===== config.mk =====
export PLATFORM = sky130hd
export DESIGN_NAME = frame_phase_sequencer
export DESIGN_NICKNAME = d
export VERILOG_FILES = /design/src/rtl/frame_phase_sequencer.sv
export SDC_FILE = /design/constraint.sdc
export NUM_CORES = 1
export LEC_CHECK = 0
export CORE_MARGIN = 2
export CORE_UTILIZATION = 30
export DETAILED_ROUTE_END_ITERATION = 12
export GPL_TIMING_DRIVEN = 0
export HOLD_SLACK_MARGIN = 0.08
export PLACE_DENSITY = 0.58
export SYNTH_ARGS = -nofsm -noshare
export SYNTH_HDL_FRONTEND = slang
export SYNTH_SLANG_ARGS = --single-unit

===== constraint.sdc =====
create_clock -name clock_i -period 4.3 [get_ports clock_i]
set_input_delay 0.86 -clock clock_i [delete_from_list [all_inputs] [get_ports clock_i]]
set_output_delay 0.86 -clock clock_i [all_outputs]
set_load 0.02 [all_outputs]

===== src/rtl/frame_phase_sequencer.sv =====
// frame_phase_sequencer: frame timebase and per-frame ERASE -> UPDATE -> DRAW sequencer.
// Produces the frame tick (FRAME_DIV cycles) and the slow tick (every SLOW_FRAMES frames),
// runs the erase/draw handshakes and the game-logic update pulse, and flags frames that
// arrive while the previous one is still in progress (overrun, saturating missed count).
// Optional build macro FRAME_WATCHDOG_EN: per-phase timeout of WDT_CYCLES cycles that
// forces the phase to advance and sets a sticky wdt_timeout_o flag.
module frame_phase_sequencer #(
  parameter int unsigned FRAME_DIV   = 833333,
  parameter int unsigned SLOW_FRAMES = 12,
  parameter int unsigned WDT_CYCLES  = 65535
) (
  input  logic       clock_i,
  input  logic       reset_i,
  input  logic       pause_i,
  input  logic       erase_done_i,
  input  logic       draw_done_i,
  input  logic       clear_overrun_i,
  output logic       frame_tick_o,
  output logic       slow_tick_o,
  output logic       erase_start_o,
  output logic       update_pulse_o,
  output logic       slow_update_o,
  output logic       draw_start_o,
  output logic       busy_o,
  output logic [1:0] phase_o,
  output logic       overrun_o,
  output logic [7:0] missed_count_o
`ifdef FRAME_WATCHDOG_EN
  ,
  output logic       wdt_timeout_o
`endif
);

  localparam int unsigned DIV_W  = (FRAME_DIV > 1) ? $clog2(FRAME_DIV) : 1;
  localparam int unsigned SLOW_W = (SLOW_FRAMES > 1) ? $clog2(SLOW_FRAMES) : 1;
  localparam logic [DIV_W-1:0]  DIV_RELOAD = DIV_W'(FRAME_DIV - 1);
  localparam logic [SLOW_W-1:0] SLOW_LAST  = SLOW_W'(SLOW_FRAMES - 1);

  typedef enum logic [1:0] {
    ST_IDLE   = 2'd0,
    ST_ERASE  = 2'd1,
    ST_UPDATE = 2'd2,
    ST_DRAW   = 2'd3
  } state_e;

  logic [DIV_W-1:0]  div_q;
  logic              frame_tick_q;
  logic [SLOW_W-1:0] slow_cnt_q;
  logic              slow_tick_q;
  logic              slow_pend_q;
  logic              slow_pend_d;
  state_e            state_q;
  logic              erase_start_q;
  logic              update_pulse_q;
  logic              slow_update_q;
  logic              draw_start_q;
  logic              busy_q;
  logic              overrun_q;
  logic [7:0]        missed_q;
  logic              drop_evt;
  logic              wdt_fire;

  // Frame divider: free-running down-counter, tick registered on the reload edge
  always_ff @(posedge clock_i) begin
    if (reset_i) begin
      div_q        <= DIV_RELOAD;
      frame_tick_q <= 1'b0;
    end else if (div_q == '0) begin
      div_q        <= DIV_RELOAD;
      frame_tick_q <= 1'b1;
    end else begin
      div_q        <= div_q - 1'b1;
      frame_tick_q <= 1'b0;
    end
  end

  // Slow counter: advances with the frame tick, slow tick rides on the wrapping frame tick
  always_ff @(posedge clock_i) begin
    if (reset_i) begin
      slow_cnt_q  <= '0;
      slow_tick_q <= 1'b0;
    end else begin
      slow_tick_q <= 1'b0;
      if (div_q == '0) begin
        if (slow_cnt_q == SLOW_LAST) begin
          slow_cnt_q  <= '0;
          slow_tick_q <= 1'b1;
        end else begin
          slow_cnt_q  <= slow_cnt_q + 1'b1;
        end
      end
    end
  end

  // Pending slow tick: consumed while in UPDATE, but a slow tick in that cycle survives
  always_comb begin
    slow_pend_d = slow_tick_q | (slow_pend_q & (state_q != ST_UPDATE));
  end

  // Slow-pending register
  always_ff @(posedge clock_i) begin
    if (reset_i) slow_pend_q <= 1'b0;
    else         slow_pend_q <= slow_pend_d;
  end

`ifdef FRAME_WATCHDOG_EN
  localparam int unsigned WDT_W = $clog2(WDT_CYCLES + 1);
  localparam logic [WDT_W-1:0] WDT_LAST = WDT_W'(WDT_CYCLES - 1);

  logic [WDT_W-1:0] wdt_cnt_q;
  logic             wdt_timeout_q;

  // Fires on the last allowed cycle of a waiting phase if its done has not shown up
  assign wdt_fire = (wdt_cnt_q == WDT_LAST) &&
                    (((state_q == ST_ERASE) && !erase_done_i) ||
                     ((state_q == ST_DRAW)  && !draw_done_i));

  // Phase cycle counter (zero in the entry cycle of ERASE/DRAW) and sticky timeout flag
  always_ff @(posedge clock_i) begin
    if (reset_i) begin
      wdt_cnt_q     <= '0;
      wdt_timeout_q <= 1'b0;
    end else begin
      if ((state_q == ST_IDLE) || (state_q == ST_UPDATE)) wdt_cnt_q <= '0;
      else                                                wdt_cnt_q <= wdt_cnt_q + 1'b1;
      if (wdt_fire)             wdt_timeout_q <= 1'b1;
      else if (clear_overrun_i) wdt_timeout_q <= 1'b0;
    end
  end

  assign wdt_timeout_o = wdt_timeout_q;
`else
  logic unused_wdt_cfg;
  assign unused_wdt_cfg = ^WDT_CYCLES;
  assign wdt_fire       = 1'b0;
`endif

  // Phase FSM with registered strobes; each strobe marks the first cycle of its phase
  always_ff @(posedge clock_i) begin
    if (reset_i) begin
      state_q        <= ST_IDLE;
      erase_start_q  <= 1'b0;
      update_pulse_q <= 1'b0;
      slow_update_q  <= 1'b0;
      draw_start_q   <= 1'b0;
      busy_q         <= 1'b0;
    end else begin
      erase_start_q  <= 1'b0;
      update_pulse_q <= 1'b0;
      slow_update_q  <= 1'b0;
      draw_start_q   <= 1'b0;
      case (state_q)
        ST_IDLE: begin
          if (frame_tick_q && !pause_i) begin
            state_q       <= ST_ERASE;
            erase_start_q <= 1'b1;
            busy_q        <= 1'b1;
          end
        end
        ST_ERASE: begin
          if (erase_done_i || wdt_fire) begin
            state_q        <= ST_UPDATE;
            update_pulse_q <= 1'b1;
            slow_update_q  <= slow_pend_d;
          end
        end
        ST_UPDATE: begin
          state_q      <= ST_DRAW;
          draw_start_q <= 1'b1;
        end
        ST_DRAW: begin
          if (draw_done_i || wdt_fire) begin
            state_q <= ST_IDLE;
            busy_q  <= 1'b0;
          end
        end
        default: begin
          state_q <= ST_IDLE;
          busy_q  <= 1'b0;
        end
      endcase
    end
  end

  // A tick that lands while a frame is still in flight is dropped and counted
  assign drop_evt = frame_tick_q && (state_q != ST_IDLE);

  // Overrun flag and saturating missed counter; a coincident drop beats the clear
  always_ff @(posedge clock_i) begin
    if (reset_i) begin
      overrun_q <= 1'b0;
      missed_q  <= 8'd0;
    end else if (clear_overrun_i) begin
      overrun_q <= drop_evt;
      missed_q  <= drop_evt ? 8'd1 : 8'd0;
    end else if (drop_evt) begin
      overrun_q <= 1'b1;
      if (missed_q != 8'hFF) missed_q <= missed_q + 8'd1;
    end
  end

  assign frame_tick_o   = frame_tick_q;
  assign slow_tick_o    = slow_tick_q;
  assign erase_start_o  = erase_start_q;
  assign update_pulse_o = update_pulse_q;
  assign slow_update_o  = slow_update_q;
  assign draw_start_o   = draw_start_q;
  assign busy_o         = busy_q;
  assign phase_o        = state_q;
  assign overrun_o      = overrun_q;
  assign missed_count_o = missed_q;

endmodule


==> results_dict.tcl <==
set metrics [dict create \
    drt_wl_total_mm 3.99 \
    ys_seq_elements 43 \
    tritoncts "built" \
    fillers 656 \
    max_clock_freq_ghz 0.431 \
    hp-start "div_q[0]$_SDFF_PP0_" \
    ys_warn_count 0 \
    drive_above_1_share_pct 6.02 \
    drt_pass1_iterations 4 \
    tightestPinTransition_ns 0.621 \
    cp_max_fo 9 \
    final_nets 262 \
    power_frac_clock_pct 32.1 \
    post_cts_buffers 0 \
    final_cell_mix "dfxtp_1, clkdlybuf4s50_1, nor2_1, a21oi_1, nand2_1" \
    r2r_cells 6 \
    clock-sinks 43 \
    power_density_nw_per_um2 338 \
    cts_buffers 5 \
    power.share.sequential_pct 53.8 \
    layout_commonest_cell "dfxtp_1" \
    antenna_found_initial 0 \
    internal_power_uw 575 \
    setup_viol 0 \
    avgSynthCellArea_sq_um 8.88 \
    critPathRequiredTime_ns 4.47 \
    finClkSkew_ns 0.00851 \
    hold_depth 1 \
    ios 24 \
    ctsHtreeMaxLevel 2 \
    fin_area_sq_um 2350 \
    end_kind "flip-flop" \
    netlist_instances 219 \
    combPwrFrac_pct 14.0 \
    p_sw_uw 219 \
    die-area_sq_um 7140 \
    ir_worst_vdd_uv 190 \
    start_util_pct 30.8 \
    finalCriticalPeriod_ns 2.32 \
    relSlewSlack_pct 58.3 \
    reg2reg_slack_ns 1.98 \
    min_period_over_period_pct 54.0 \
    synth-async-reset-ratio_pct 0 \
    crit_path_start_kind "flip-flop" \
    ys.flop_type "dfxtp_1" \
    setup-tns-final_ns 0 \
    drv_slew 0 \
    drtIter0Drc 67 \
    post_drt_wl_per_cell_um 12.2 \
    worst_hold_slack_ns 0.458 \
    rsz0062_at_grt "false" \
    seq_area_frac_synth_pct 44.3 \
    vias 1627 \
    sw_frac_of_total_pct 27.5 \
    vias_per_cell 4.99 \
    rows 29 \
    grt_usage_pct 11.8 \
    overflow 0 \
    drc 0 \
    hold-path-endpoint "div_q[0]$_SDFF_PP0_" \
    core_sq_um 6310 \
    ant_nets 0 \
    hold_viol 0 \
    ys_types 41 \
    cts_root_buffer "clkbuf_8" \
    synth_area_sq_um 1940 \
    leakage_uw 0.000754 \
    grt_pass1_wl_mm 6.94 \
    cts_buffer_depth 2 \
    r2r-end "div_q[11]$_SDFF_PP0_" \
    synth_edf_count 0 \
    portBuffers 22 \
    syn2layout_area_growth_pct 20.7 \
    grt_max_degree 14 \
    cts_hold_buf 0 \
    placed_cell_area_sq_um 2260 \
    syn_nets 233 \
    worst_r2r_startpoint "div_q[7]$_SDFF_PP0_" \
    die_x_um 84.5 \
    cts_resized 0 \
    hpwl_mm 2.81 \
    holdCritPathClass "flip-flop to flip-flop" \
    diodes 0 \
    die_h_um 84.5 \
    gp_congestion 0.735 \
    status "completed" \
    grt_pass1_vias 1519 \
    path_class "flip-flop to flip-flop" \
    clock_latency_ns 0.30 \
    path_clk_slew_ns 0.08 \
    arrival_ns 2.49 \
    maxCapViolations 0 \
]
## how the worst max path moves through the flow
stage / start / end / slack [ns]
2_1_floorplan: div_q[7]$_SDFF_PP0_ / slow_cnt_q[3]$_SDFFE_PP0P_ / 2.18
3_3_place_gp: pause_i / phase_o[1]$_SDFFE_PP0P_ / 1.95
3_5_place_dp: pause_i / phase_o[1]$_SDFFE_PP0P_ / 1.94
4_1_cts: div_q[7]$_SDFF_PP0_ / div_q[11]$_SDFF_PP0_ / 1.96
5_1_grt: div_q[7]$_SDFF_PP0_ / div_q[11]$_SDFF_PP0_ / 1.73
6_report: div_q[7]$_SDFF_PP0_ / div_q[11]$_SDFF_PP0_ / 1.98
## cell families after synthesis
logic type	Yosys count	share of synthesized area (%)
muxes	1	0.515
and+or+nand+nor	91	26.1
buffers and inverters	19	3.80
adders and majority gates	8	5.15
AOI/OAI and AO/OA	44	14.4
DFF	43	44.3
xor gates and xnor gates	13	5.86
## synth_stat cells, drive strengths merged (3+ instances only)
cell	n	share of area [%]
nand3	8	2.1
or4	12	4.8
clkbuf	6	1.2
buf	3	0.71
ha	8	5.1
a31oi	3	0.97
nand2b	3	0.97
o31ai	7	2.7
or3	6	1.9
o21ai	7	1.8
nand2	15	2.9
nor3	8	2.1
a21oi	16	4.1
nor2b	4	1.3
xnor2	11	5.0
nor4	6	1.9
nor2	17	3.3
dfxtp	43	44
inv	10	1.9
## layout make-up
type                            count  area [sq um]  area share, %
Inverter                           10          37.5           1.60
Buffer                              9          36.3           1.55
Clock inverter                      2          12.5          0.533
Timing Repair Buffer               22           220           9.39
Sequential cell                    43           861           36.7
Tap cell                           77          96.3           4.11
Multi-Input combinational cell    157          1010           43.0
Clock buffer                        6          72.6           3.09
## sequential cells by signal, summed over array words and instances, names as in the netlist, 2 cells and up
name	count
div_q	20
phase_o	2
slow_cnt_q	4
missed_count_o	8
## power by group through the flow
stage                     Combinational, uW  Sequential [uW]  Clock, uW
final                                   111              427        255
after floorplan                        65.5              444          0
after global placement                  109              437          0
after CTS                               113              428        262
after global routing                    126              431        281
after detailed placement                112              438          0
## routing by layer
layer	track usage, %	vias up	share of wire, %	wire length, um
met5	0	-	0	0
met1	15.5	744	49	1950
met4	4.33	0	1.2	46
li1	-	843	-	-
met3	3.34	4	4.9	194
met2	18.5	36	45	1800
## per-stage QoR
stage          instances  setup WS, ns  utilization [%]  power, uW
4_1_cts              326          1.96             37.2        803
2_1_floorplan        219          2.18                -        509
3_5_place_dp         318          1.94             35.8        550
6_report             326          1.98             37.2        794
5_1_grt              326          1.73             37.2        838
3_3_place_gp         318          1.95             35.8        546
## critical path, stage by stage (launching register included)
cell,delay (ns)
dfxtp_1,0.34
or4_1,0.52
buf_2,0.17
nor3_1,0.52
a21o_1,0.18
clkbuf_1,0.37
nor2_1,0.10
Power figures use the tool's default switching activity.
